**src/rtl/dmem_arbiter_if.sv**
```systemverilog
// dmem_arbiter_if
//   Bundles the two requester ports (core load/store path and external
//   loader/debug port) and the single-port data-memory port of the arbiter.
//
//   Signals:
//     core_req/we/addr/wdata    core request (held until core_gnt)
//     core_gnt/stall            core grant and pipeline hold
//     core_rvalid/rdata         core load return
//     ext_req/we/addr/wdata     external request (held until ext_gnt)
//     ext_gnt                   external grant
//     ext_rvalid/rdata          external load return
//     mem_en/we/addr/wdata      memory command
//     mem_rdata                 memory read data, valid one cycle after a read
//
//   Modports:
//     slave  - the arbiter
//     master - whoever drives the requests and models the memory
interface dmem_arbiter_if #(
  parameter int AW = 8,
  parameter int DW = 8
);
  logic          core_req;
  logic          core_we;
  logic [AW-1:0] core_addr;
  logic [DW-1:0] core_wdata;
  logic          core_gnt;
  logic          core_stall;
  logic          core_rvalid;
  logic [DW-1:0] core_rdata;

  logic          ext_req;
  logic          ext_we;
  logic [AW-1:0] ext_addr;
  logic [DW-1:0] ext_wdata;
  logic          ext_gnt;
  logic          ext_rvalid;
  logic [DW-1:0] ext_rdata;

  logic          mem_en;
  logic          mem_we;
  logic [AW-1:0] mem_addr;
  logic [DW-1:0] mem_wdata;
  logic [DW-1:0] mem_rdata;

  modport slave (
    input  core_req, core_we, core_addr, core_wdata,
    output core_gnt, core_stall, core_rvalid, core_rdata,
    input  ext_req, ext_we, ext_addr, ext_wdata,
    output ext_gnt, ext_rvalid, ext_rdata,
    output mem_en, mem_we, mem_addr, mem_wdata,
    input  mem_rdata
  );

  modport master (
    output core_req, core_we, core_addr, core_wdata,
    input  core_gnt, core_stall, core_rvalid, core_rdata,
    output ext_req, ext_we, ext_addr, ext_wdata,
    input  ext_gnt, ext_rvalid, ext_rdata,
    input  mem_en, mem_we, mem_addr, mem_wdata,
    output mem_rdata
  );
endinterface

```
**src/rtl/dmem_arbiter.sv**
```systemverilog
// dmem_arbiter
//   Shares one single-port data memory between the core's load/store path
//   and an external loader/debug port. The core has priority; a saturating
//   starvation counter forces a grant to the external port after it has lost
//   STARVE_MAX consecutive arbitration cycles. Read data comes back one cycle
//   after the grant, steered to the requester that issued the read.
//
//   Ports:
//     clk  - system clock, rising edge
//     rst  - asynchronous, active-low reset
//     bus  - dmem_arbiter_if.slave (requester ports + memory port)
//
//   Parameters:
//     AW, DW      address / data width
//     STARVE_MAX  lost cycles before the external port is forced (>= 1)
module dmem_arbiter #(
  parameter int AW         = 8,
  parameter int DW         = 8,
  parameter int STARVE_MAX = 4
) (
  input  logic            clk,
  input  logic            rst,
  dmem_arbiter_if.slave   bus
);

  localparam int CW = (STARVE_MAX < 1) ? 1 : $clog2(STARVE_MAX + 1);
  localparam logic [CW-1:0] CNT_MAX = CW'(STARVE_MAX);

  typedef enum logic [1:0] {
    OWN_NONE = 2'd0,
    OWN_CORE = 2'd1,
    OWN_EXT  = 2'd2
  } owner_t;

  logic [CW-1:0] starve_cnt_reg;
  owner_t        rd_owner_reg;

  logic force_ext;
  logic core_gnt;
  logic ext_gnt;

  // Grants are gated by rst so nothing reaches memory while reset is held,
  // even though the requesters may keep their requests asserted.
  assign force_ext = bus.ext_req & (starve_cnt_reg == CNT_MAX);
  assign core_gnt  = rst & bus.core_req & ~force_ext;
  assign ext_gnt   = rst & bus.ext_req & (force_ext | ~bus.core_req);

  assign bus.core_gnt   = core_gnt;
  assign bus.ext_gnt    = ext_gnt;
  assign bus.core_stall = rst & bus.core_req & ~core_gnt;

  // Memory command mux; idle command is all zeros.
  always_comb begin
    bus.mem_en    = 1'b0;
    bus.mem_we    = 1'b0;
    bus.mem_addr  = '0;
    bus.mem_wdata = '0;
    if (core_gnt) begin
      bus.mem_en    = 1'b1;
      bus.mem_we    = bus.core_we;
      bus.mem_addr  = bus.core_addr;
      bus.mem_wdata = bus.core_wdata;
    end else if (ext_gnt) begin
      bus.mem_en    = 1'b1;
      bus.mem_we    = bus.ext_we;
      bus.mem_addr  = bus.ext_addr;
      bus.mem_wdata = bus.ext_wdata;
    end
  end

  // Read return: the owner register records who issued last cycle's read.
  assign bus.core_rvalid = (rd_owner_reg == OWN_CORE);
  assign bus.ext_rvalid  = (rd_owner_reg == OWN_EXT);
  assign bus.core_rdata  = (rd_owner_reg == OWN_CORE) ? bus.mem_rdata : '0;
  assign bus.ext_rdata   = (rd_owner_reg == OWN_EXT)  ? bus.mem_rdata : '0;

  always_ff @(posedge clk or negedge rst) begin
    if (!rst) begin
      starve_cnt_reg <= '0;
      rd_owner_reg   <= OWN_NONE;
    end else begin
      // A dropped external request forfeits its accumulated credit.
      if (ext_gnt || !bus.ext_req) begin
        starve_cnt_reg <= '0;
      end else if (starve_cnt_reg != CNT_MAX) begin
        starve_cnt_reg <= starve_cnt_reg + 1'b1;
      end

      if (core_gnt && !bus.core_we) begin
        rd_owner_reg <= OWN_CORE;
      end else if (ext_gnt && !bus.ext_we) begin
        rd_owner_reg <= OWN_EXT;
      end else begin
        rd_owner_reg <= OWN_NONE;
      end
    end
  end

endmodule

```
**src/flat_wrapper.sv**
```systemverilog
// flat-port wrapper written by rule: the top's interface ports become plain ports
module dmem_arbiter_flat 
#(
  parameter int AW         = 8,
  parameter int DW         = 8,
  parameter int STARVE_MAX = 4
)
  (clk, rst, bus_core_req, bus_core_we, bus_core_addr, bus_core_wdata, bus_core_gnt, bus_core_stall, bus_core_rvalid, bus_core_rdata, bus_ext_req, bus_ext_we, bus_ext_addr, bus_ext_wdata, bus_ext_gnt, bus_ext_rvalid, bus_ext_rdata, bus_mem_en, bus_mem_we, bus_mem_addr, bus_mem_wdata, bus_mem_rdata);
  dmem_arbiter_if #(.AW(AW), .DW(DW)) bus_i ();
  input  logic clk;
  input  logic rst;
  input wire logic [$bits(bus_i.core_req)-1:0] bus_core_req;
  input wire logic [$bits(bus_i.core_we)-1:0] bus_core_we;
  input wire logic [$bits(bus_i.core_addr)-1:0] bus_core_addr;
  input wire logic [$bits(bus_i.core_wdata)-1:0] bus_core_wdata;
  output wire logic [$bits(bus_i.core_gnt)-1:0] bus_core_gnt;
  output wire logic [$bits(bus_i.core_stall)-1:0] bus_core_stall;
  output wire logic [$bits(bus_i.core_rvalid)-1:0] bus_core_rvalid;
  output wire logic [$bits(bus_i.core_rdata)-1:0] bus_core_rdata;
  input wire logic [$bits(bus_i.ext_req)-1:0] bus_ext_req;
  input wire logic [$bits(bus_i.ext_we)-1:0] bus_ext_we;
  input wire logic [$bits(bus_i.ext_addr)-1:0] bus_ext_addr;
  input wire logic [$bits(bus_i.ext_wdata)-1:0] bus_ext_wdata;
  output wire logic [$bits(bus_i.ext_gnt)-1:0] bus_ext_gnt;
  output wire logic [$bits(bus_i.ext_rvalid)-1:0] bus_ext_rvalid;
  output wire logic [$bits(bus_i.ext_rdata)-1:0] bus_ext_rdata;
  output wire logic [$bits(bus_i.mem_en)-1:0] bus_mem_en;
  output wire logic [$bits(bus_i.mem_we)-1:0] bus_mem_we;
  output wire logic [$bits(bus_i.mem_addr)-1:0] bus_mem_addr;
  output wire logic [$bits(bus_i.mem_wdata)-1:0] bus_mem_wdata;
  input wire logic [$bits(bus_i.mem_rdata)-1:0] bus_mem_rdata;
  assign bus_i.core_req = bus_core_req;
  assign bus_i.core_we = bus_core_we;
  assign bus_i.core_addr = bus_core_addr;
  assign bus_i.core_wdata = bus_core_wdata;
  assign bus_core_gnt = bus_i.core_gnt;
  assign bus_core_stall = bus_i.core_stall;
  assign bus_core_rvalid = bus_i.core_rvalid;
  assign bus_core_rdata = bus_i.core_rdata;
  assign bus_i.ext_req = bus_ext_req;
  assign bus_i.ext_we = bus_ext_we;
  assign bus_i.ext_addr = bus_ext_addr;
  assign bus_i.ext_wdata = bus_ext_wdata;
  assign bus_ext_gnt = bus_i.ext_gnt;
  assign bus_ext_rvalid = bus_i.ext_rvalid;
  assign bus_ext_rdata = bus_i.ext_rdata;
  assign bus_mem_en = bus_i.mem_en;
  assign bus_mem_we = bus_i.mem_we;
  assign bus_mem_addr = bus_i.mem_addr;
  assign bus_mem_wdata = bus_i.mem_wdata;
  assign bus_i.mem_rdata = bus_mem_rdata;
  dmem_arbiter #(.AW(AW), .DW(DW), .STARVE_MAX(STARVE_MAX)) u_core (.clk(clk), .rst(rst), .bus(bus_i));
endmodule
```
**config.mk**
```make
export PLATFORM = sky130hd
export DESIGN_NAME = dmem_arbiter_flat
export DESIGN_NICKNAME = d
export VERILOG_FILES = /design/src/rtl/dmem_arbiter_if.sv /design/src/rtl/dmem_arbiter.sv /design/src/flat_wrapper.sv
export SDC_FILE = /design/constraint.sdc
export NUM_CORES = 1
export LEC_CHECK = 0
export CAP_MARGIN = 20
export CORE_ASPECT_RATIO = 1.5
export CORE_MARGIN = 8
export CORE_UTILIZATION = 25
export CTS_CLUSTER_DIAMETER = 120
export CTS_CLUSTER_SIZE = 25
export DETAILED_ROUTE_END_ITERATION = 8
export PLACE_DENSITY = 0.82
export RECOVER_POWER = 50
export SKIP_CTS_REPAIR_TIMING = 1
export SLEW_MARGIN = 40
export SYNTH_ARGS = -nofsm -noshare
export SYNTH_HDL_FRONTEND = slang
export SYNTH_SLANG_ARGS = --single-unit
```
**constraint.sdc**
```tcl
create_clock -name clk -period 2.7 [get_ports clk]
set_input_delay 0.27 -clock clk [delete_from_list [all_inputs] [get_ports clk]]
set_output_delay 0.27 -clock clk [all_outputs]
set_load 0.01 [all_outputs]
```
# Word level (Yosys, flattened, before mapping)
# Index checks and enable logic that the tools add are counted.
word_totals:
  regBits: 5
  wordCells: 38
op_classes:
  eq_ne: 4
  n_mux: 14
  bitwise_logic: 10
  add_sub_neg: 1
  n_reduce_logical: 7
ops:
  columns: ["cell", "n"]
  rows:
  - ["$mux W8", 6]
  - ["$and A1 B1 Y1", 6]
  - ["$mux W3", 2]
  - ["$mux W1", 4]
  - ["$mux W2", 2]
  - ["$add A3 B1 Y3 const B", 1]
  - ["$eq A3 B3 Y1 const B", 1]
  - ["$logic_not A1 Y1", 3]
  - ["$ne A3 B3 Y1 const B", 1]
  - ["$not A1 Y1", 3]
  - ["$eq A2 B1 Y1 const B", 1]
  - ["$eq A2 B2 Y1 const B", 1]
  - ["$logic_and A1 B1 Y1", 2]
  - ["$reduce_bool A2 Y1", 1]
  - ["$logic_or A1 B1 Y1", 1]
  - ["$or A1 B1 Y1", 1]

# Logic depth before layout (Yosys ltp)
# Gate-level depths: netlist of run 1.
depth:
  depth_word: 7
  mapped_depth: 6
  depth_no_buf: 5

# Worst setup path after synthesis of run 1
# OpenSTA, ideal clock, no wires.
synth_path:
  path_kind: "flip-flop to output port"
  from: "register u_core.starve_cnt_reg[0]"
  to: "output port bus_mem_we"
  setup_slack_ns: 1.020
  arrival_ns: 1.410
  stages_incl_launch_ff: 6
  t_required_ns: 2.430
  path_buffers: 1
  cell_sequence: "dfrtp_1 > inv_1 > ha_1 > a31oi_4 > buf_6 > mux2i_1"
synth_via:
  elab_cells_between_ends: 8
  classes_between: "eq/ne: 1; mux: 2; bitwise: 5"
synth_lines:
  columns: ["element", "line_no", "rtl"]
  rows:
  - ["from (decl)", "dmem_arbiter.sv:35", "logic [CW-1:0] starve_cnt_reg;"]
  - ["from (signal assigned)", "dmem_arbiter.sv:86", "starve_cnt_reg <= starve_cnt_reg + 1'b1;"]
  - ["$eq A3 B3 Y1", "dmem_arbiter.sv:44", "assign force_ext = bus.ext_req & (starve_cnt_reg == CNT_MAX);"]
  - ["$and A1 B1 Y1", "dmem_arbiter.sv:44", null]
  - ["$not A1 Y1", "dmem_arbiter.sv:45", "assign core_gnt = rst & bus.core_req & ~force_ext;"]
  - ["$and A1 B1 Y1", "dmem_arbiter.sv:45", null]
  - ["via bus_core_gnt", "flat_wrapper.sv:16", "output wire logic [$bits(bus_i.core_gnt)-1:0] bus_core_gnt;"]
  - ["$mux W1", "dmem_arbiter.sv:58", "if (core_gnt) begin"]
  - ["to (decl)", "flat_wrapper.sv:28", "output wire logic [$bits(bus_i.mem_we)-1:0] bus_mem_we;"]
# The timed path passes the listed nets, and every way through them passes these cells.

# Worst setup path in the final report of run 1
layout_path:
  from: "register u_core.starve_cnt_reg[0]"
  to: "output port bus_mem_wdata[2]"
layout_via:
  elab_chain_len: 6
  elab_cells_between_ends: 8
  classes_between: "eq/ne: 1; mux: 2; bitwise: 5"
layout_lines:
  columns: ["element", "line_no", "rtl"]
  rows:
  - ["$eq A3 B3 Y1 (*)", "dmem_arbiter.sv:44", null]
  - ["$and A1 B1 Y1 (*)", "dmem_arbiter.sv:44", null]
  - ["$or A1 B1 Y1", "dmem_arbiter.sv:46", "assign ext_gnt = rst & bus.ext_req & (force_ext | ~bus.core_req);"]
  - ["$and A1 B1 Y1", "dmem_arbiter.sv:46", null]
  - ["$mux W8", "dmem_arbiter.sv:63", "end else if (ext_gnt) begin"]
  - ["$mux W8 (*)", "dmem_arbiter.sv:58", null]
  - ["to (decl)", "flat_wrapper.sv:30", "output wire logic [$bits(bus_i.mem_wdata)-1:0] bus_mem_wdata;"]
# Every way passes the cells marked *; elsewhere a longest branch is shown, timed or not.

==> results of run 1 <==
## per-stage QoR
step | instance area [µm²] | hold WS (ps) | utilization
after floorplan | 597 | -25.6 | -
after global placement | 1450 | 572 | 0.641
after detailed placement | 1450 | 591 | 0.641
after CTS | 1470 | 326 | 0.652
after global routing | 1470 | 414 | 0.652
final | 1470 | 417 | 0.652
## worst max-delay path by stage
stage | start | cells past startpoint | to
after CTS | u_core.starve_cnt_reg[0] | 7 | bus_mem_wdata[2]
after global routing | u_core.starve_cnt_reg[0] | 7 | bus_mem_wdata[2]
final | u_core.starve_cnt_reg[0] | 7 | bus_mem_wdata[2]
after global placement | bus_core_req | 6 | bus_mem_addr[0]
after detailed placement | bus_core_req | 6 | bus_mem_addr[2]
after floorplan | u_core.starve_cnt_reg[0] | 5 | bus_mem_we
## layout make-up
class                      instances  share of cell area
timing repair buffer              87               0.586
multi-input combinational         56               0.284
sequential                         5              0.0849
tap                               23              0.0195
clock buffer                       4              0.0178
inverter                           3             0.00764
## worst max-delay path: cells and delay by family (launching register included)
family / cells / cell delay, ps
buffers and inverters: 3 / 870
flip-flops: 1 / 400
adder cells (fa/ha/maj): 1 / 240
AND/OR/NAND/NOR: 1 / 130
AO/OA/AOI/OAI: 2 / 340
## power by group
group / leakage [µW] / switching (µW) / internal (µW)
Combinational: 0.000524 / 69.9 / 127
Sequential: 0.0000670 / 4.98 / 80.9
Clock: 0.0000150 / 29.7 / 55.8
## metal layers
| layer | vias up | GRT usage | wire length, µm |
|---|---|---|---|
| met4 | 0 | 0.0402 | 0 |
| met2 | 79 | 0.234 | 1300 |
| met3 | 0 | 0.0900 | 485 |
| met5 | - | 0 | 0 |
| met1 | 393 | 0.159 | 1280 |
| li1 | 419 | - | - |
## cells by family (layout without fill, tap and decap cells)
logic type | Yosys count | in the layout | synth area share
xor+xnor | 1 | 1 | 0.0147
fa+ha+maj | 2 | 2 | 0.0419
simple gates | 32 | 32 | 0.314
compound gates | 19 | 19 | 0.298
buf+inv | 8 | 94 | 0.0880
mux | 2 | 2 | 0.0335
flops | 5 | 5 | 0.210
## cell usage in the layout (no fill, tap or decap)
master	n
nand2_1	4
mux2i_1	2
and2_1	8
a22o_1	16
buf_4	3
dlygate4sd3_1	6
nor4b_1	1
nor2b_1	2
clkdlybuf4s50_1	78
xnor2_1	1
nand2_2	1
inv_1	3
nor3b_1	2
ha_1	2
clkbuf_1	1
a21oi_2	1
and2b_1	1
dfrtp_1	5
and2_0	9
nor2_1	3
nand3_1	1
o21a_1	1
a31oi_4	1
clkbuf_4	3
==> impl_metrics.json, run 1 <==
{
  "nNetsFinal": 204,
  "grt_pass1_wl_um": 4970,
  "cts_root_buf": "clkbuf_4",
  "ys_async_sr_fraction": 1.00,
  "hold_viol": 0,
  "cts_inserted_buffers": 3,
  "grt_pass1_vias": 969,
  "dp_cells": 174,
  "synth-edff-count": 0,
  "grt_use_total": 0.146,
  "finalSetupTns_ps": 0,
  "die_area_mm2": 0.00424,
  "largest_reg_flops": 3,
  "core-area_mm2": 0.00226,
  "rsz0062_at_grt": "no",
  "rows": 21,
  "n_fill_cell": 193,
  "tightest_slew_ps": 429,
  "synthCells": 69,
  "setup_slack_ps": 205,
  "critPathMaxFanout": 21,
  "routedWlPerCell_um": 17.2,
  "cts_tree": "built",
  "start_kind": "flop",
  "yosysMostFrequentCell": "and2_1",
  "drive_gt1_frac": 0.0581,
  "r2r_slack_ps": 1180,
  "synth-main-ff-cell": "dfrtp_1",
  "final_cells": 178,
  "synthToLayoutAreaGrowth_pct": 147,
  "max-slew-margin-rel": 0.713,
  "wirelength_um": 3060,
  "synth_cell_types": 20,
  "place.gp.congestion": 0.773,
  "start_util": 0.264,
  "ir_drop_mv": 0.287,
  "hp-class": "primary input to async pin",
  "ant_nets": 0,
  "yosys-top-cells-count": "and2_1 (17), a22o_1 (16), dfrtp_1 (5), nand2_1 (4)",
  "required_ps": 2430,
  "die_h_um": 75.8,
  "yosysTopAreaCell": "a22o_1",
  "clock_skew_ps": 0.112,
  "grt_max_degree": 22,
  "antenna_cells": 0,
  "via_per_inst": 5.01,
  "clkTransAtPathRegs_ps": 40,
  "crit_arrival_ps": 2230,
  "max_freq_mhz": 401,
  "p_total_uw": 368,
  "grt_overflow": 0,
  "numPortBuffers": 84,
  "clk_latency_ps": 240,
  "path_cells": "inv_1, ha_1, nand2_2, a21oi_2, buf_4, a22o_1, clkdlybuf4s50_1",
  "drt_iter0_drc": 17,
  "fin_crit_ps": 2500,
  "dp_hpwl_um": 2680,
  "yosysSeqAreaShare": 0.210,
  "avgSynthCellArea_um2": 8.65,
  "criticalPathCategory": "flop to output port",
  "syn-num-nets": 117,
  "die_w_um": 55.9,
  "drt_first_pass_iters": 3,
  "status": "finished, final reports clean",
  "p_per_area_mw_per_mm2": 250,
  "boundaryPins": 85,
  "timing.rr.start": "u_core.starve_cnt_reg[0]",
  "drc": 0,
  "cap_violations": 0,
  "maxSlewViolCount": 0,
  "setup_viol": 0,
  "ys_ff_latch": 5,
  "cpMaxStageDelayCell": "clkdlybuf4s50_1",
  "synth_top_area_share": 0.235,
  "antenna_found_initial": 0,
  "numClockSinks": 5,
  "synth_area_leaders": "a22o_1 (23%), dfrtp_1 (21%), and2_1 (18%)",
  "mappedNetlistArea_um2": 597,
  "rr_endpoint": "u_core.starve_cnt_reg[2]",
  "synth.yosys.warnings": 0,
  "regArea_um2": 125,
  "fin_crit_sh": 0.924,
  "clock_path_buffers": 2,
  "worstSetupEndpointType": "output port",
  "slowest_delay_ps": 550,
  "r2r_cells": 6,
  "place_ws_ps": 283,
  "h-tree-depth": 1,
  "multi_input_area_um2": 419,
  "leakagePower_uw": 0.000606,
  "via_count": 891
}
Power figures use the tool's default switching activity.
==> run 2, diff against run 1 <==
--- a/config.mk
+++ b/config.mk
@@ -5,10 +5,11 @@
 export SDC_FILE = /design/constraint.sdc
 export NUM_CORES = 1
 export LEC_CHECK = 0
+export ABC_AREA = 1
 export CAP_MARGIN = 20
 export CORE_ASPECT_RATIO = 1.5
 export CORE_MARGIN = 8
-export CORE_UTILIZATION = 25
+export CORE_UTILIZATION = 26
 export CTS_CLUSTER_DIAMETER = 120
 export CTS_CLUSTER_SIZE = 25
 export DETAILED_ROUTE_END_ITERATION = 8
==> run 2 against run 1 <==
  * Sequential share of layout area is 0.13 points lower
  * Clock power increased by 4.2%
  * Clock skew is 7.3 ps higher
  * Final area grew 1.6%
  * Register-to-register slack gained 270 ps
  * Flip-flop and latch count unchanged
  * Setup slack better by 170 ps
  * Synthesized cell count up 67%
  * First-iteration DRC count decreased by 35%
  * Area after synthesis rose by 6.1%
  * Final cell count is 27% higher
  * Non-clock buffer count down 2
  * Critical path type unchanged
  * Highest routed layer is now met4
==> impl_metrics.json, run 2 <==
{
  "p_per_area_mw_per_mm2": 253,
  "rr_endpoint": "u_core.starve_cnt_reg[2]",
  "hold_viol": 0,
  "grt_pass1_vias": 1112,
  "seq_power_share": 0.231,
  "max_freq_mhz": 430,
  "max-slew-margin-rel": 0.794,
  "die_area_mm2": 0.00430,
  "setup_slack_ps": 376,
  "crit_arrival_ps": 2050,
  "power.switching_uw": 120,
  "grt_pass1_wl_um": 5180,
  "mappedNetlistArea_um2": 633,
  "synth.yosys.warnings": 0,
  "start_util": 0.267,
  "numClockSinks": 5,
  "required_ps": 2430,
  "utilization": 0.633,
  "rows": 22,
  "cap_violations": 0,
  "wirelength_um": 3000,
  "start_kind": "flop",
  "tightest_slew_ps": 309,
  "worstSetupEndpointType": "output port",
  "via_per_inst": 4.39,
  "swShare": 0.317,
  "numPortBuffers": 84,
  "status": "finished, final reports clean",
  "synthToLayoutAreaGrowth_pct": 137,
  "clk_latency_ps": 250,
  "drt_iter0_drc": 11,
  "ant_nets": 0,
  "antenna_cells": 0,
  "grt_overflow": 0,
  "finalSetupTns_ps": 0,
  "r2r_cells": 7,
  "yosys-top-cells-count": "nand2_1 (53), nor2_1 (21), inv_1 (14), nand2_2 (8), dfrtp_1 (5)",
  "criticalPathCategory": "flop to output port",
  "final_common_cell": "clkdlybuf4s50_1",
  "die_w_um": 56.3,
  "final_cell_mix": "clkdlybuf4s50_1 (69), nand2_1 (55), nor2_1 (21)",
  "largest_reg_flops": 3,
  "cts_inserted_buffers": 3,
  "h-tree-depth": 1,
  "core-area_mm2": 0.00237,
  "nNetsFinal": 251,
  "critPathMaxFanout": 17,
  "routedWlPerCell_um": 13.3,
  "maxSlewViolCount": 0,
  "cts_root_buf": "clkbuf_4",
  "n_fill_cell": 220,
  "synth-edff-count": 0,
  "ys_async_sr_fraction": 1.00,
  "syn-num-nets": 163,
  "grt_max_degree": 18,
  "timing.rr.start": "u_core.starve_cnt_reg[0]",
  "die_h_um": 76.4,
  "leakagePower_uw": 0.000775,
  "yosysMostFrequentCell": "nand2_1",
  "clkTransAtPathRegs_ps": 50,
  "fin_crit_ps": 2320,
  "place.gp.congestion": 0.800,
  "via_count": 992,
  "pwr-share-comb": 0.533,
  "r2r_slack_ps": 1450,
  "drt_first_pass_iters": 3,
  "dp_hpwl_um": 2650,
  "synthCells": 115,
  "internal_power_uw": 259,
  "synth_top_area_share": 0.314,
  "clock_skew_ps": 7.44,
  "grt_use_total": 0.145,
  "drive_gt1_frac": 0.0693,
  "power.share.clock": 0.236,
  "drc": 0,
  "synth-main-ff-cell": "dfrtp_1",
  "place_ws_ps": 511,
  "boundaryPins": 85,
  "antenna_found_initial": 0,
  "ys_ff_latch": 5,
  "rsz0062_at_grt": "no",
  "cts_tree": "built",
  "ir_drop_mv": 0.189,
  "synth_cell_types": 16,
  "yosysTopAreaCell": "nand2_1",
  "setup_viol": 0,
  "fin_crit_sh": 0.861,
  "clock_path_buffers": 2,
  "hp-class": "primary input to async pin",
  "avgSynthCellArea_um2": 5.51,
  "synth_area_leaders": "nand2_1 (31%), dfrtp_1 (20%), nor2_1 (12%)",
  "yosysSeqAreaShare": 0.198
}
==> run 2: worst max-delay path by stage <==
stage | from | endpoint | slack (ps) | cells after the start
after floorplan | u_core.starve_cnt_reg[0] | bus_mem_wdata[0] | 1250 | 9
after global placement | bus_ext_req | bus_mem_wdata[4] | 550 | 8
after detailed placement | rst | bus_mem_addr[5] | 510 | 8
after CTS | u_core.starve_cnt_reg[0] | bus_mem_wdata[5] | 390 | 9
after global routing | u_core.starve_cnt_reg[0] | bus_mem_addr[2] | 240 | 9
final | u_core.starve_cnt_reg[0] | bus_mem_wdata[7] | 380 | 9
==> run 2: area by class of cell <==
type / count / area [µm²] / area share
timing repair buffer: 85 / 845 / 0.564
inverter: 17 / 71.3 / 0.0476
clock buffer: 4 / 26.3 / 0.0175
tap: 24 / 30.0 / 0.0201
sequential: 5 / 125 / 0.0835
multi-input combinational: 91 / 400 / 0.267
==> run 2: worst max-delay path, cell delays in order (launching register included) <==
cell and delay (ps):
dfrtp_1 390, inv_1 90, ha_1 190, nand2_1 120, nand2_2 100, nand2_4 80, inv_6 130, nand2_1 70
nand2_1 70, clkdlybuf4s50_1 540
==> run 2: kinds of logic (layout without fill, tap and decap cells) <==
| group | after synthesis | in the layout | share of synthesized area |
|---|---|---|---|
| compound gates | 2 | 2 | 0.0158 |
| flops | 5 | 5 | 0.198 |
| xor+xnor | 1 | 1 | 0.0138 |
| simple gates | 86 | 86 | 0.571 |
| fa+ha+maj | 2 | 2 | 0.0395 |
| buf+inv | 19 | 106 | 0.162 |
==> run 2: routing by layer <==
metal / up-vias / GRT usage / share of wire
li1: 507 / - / -
met1: 422 / 0.136 / 0.35
met2: 57 / 0.262 / 0.54
met3: 6 / 0.0550 / 0.093
met4: 0 / 0.0749 / 0.022
met5: - / 0 / 0
==> run 2: power by group through the flow <==
| stage | combinational (µW) | sequential (µW) | clock [µW] |
|---|---|---|---|
| finish | 202 | 87.6 | 89.1 |
| global route | 221 | 88.6 | 102 |
| CTS | 209 | 88.0 | 93.1 |
| detailed placement | 208 | 89.0 | 0 |
| global placement | 203 | 88.8 | 0 |
| floorplan | 76.4 | 87.7 | 0 |
==> run 2: through the flow <==
step / instance area (µm²) / instances / hold WS (ps) / power (µW)
3_5_place_dp: 1480 / 222 / 506 / 297
3_3_place_gp: 1480 / 222 / 502 / 291
6_report: 1500 / 226 / 503 / 378
2_1_floorplan: 633 / 115 / -25.6 / 164
5_1_grt: 1500 / 226 / 512 / 411
4_1_cts: 1510 / 226 / 371 / 390
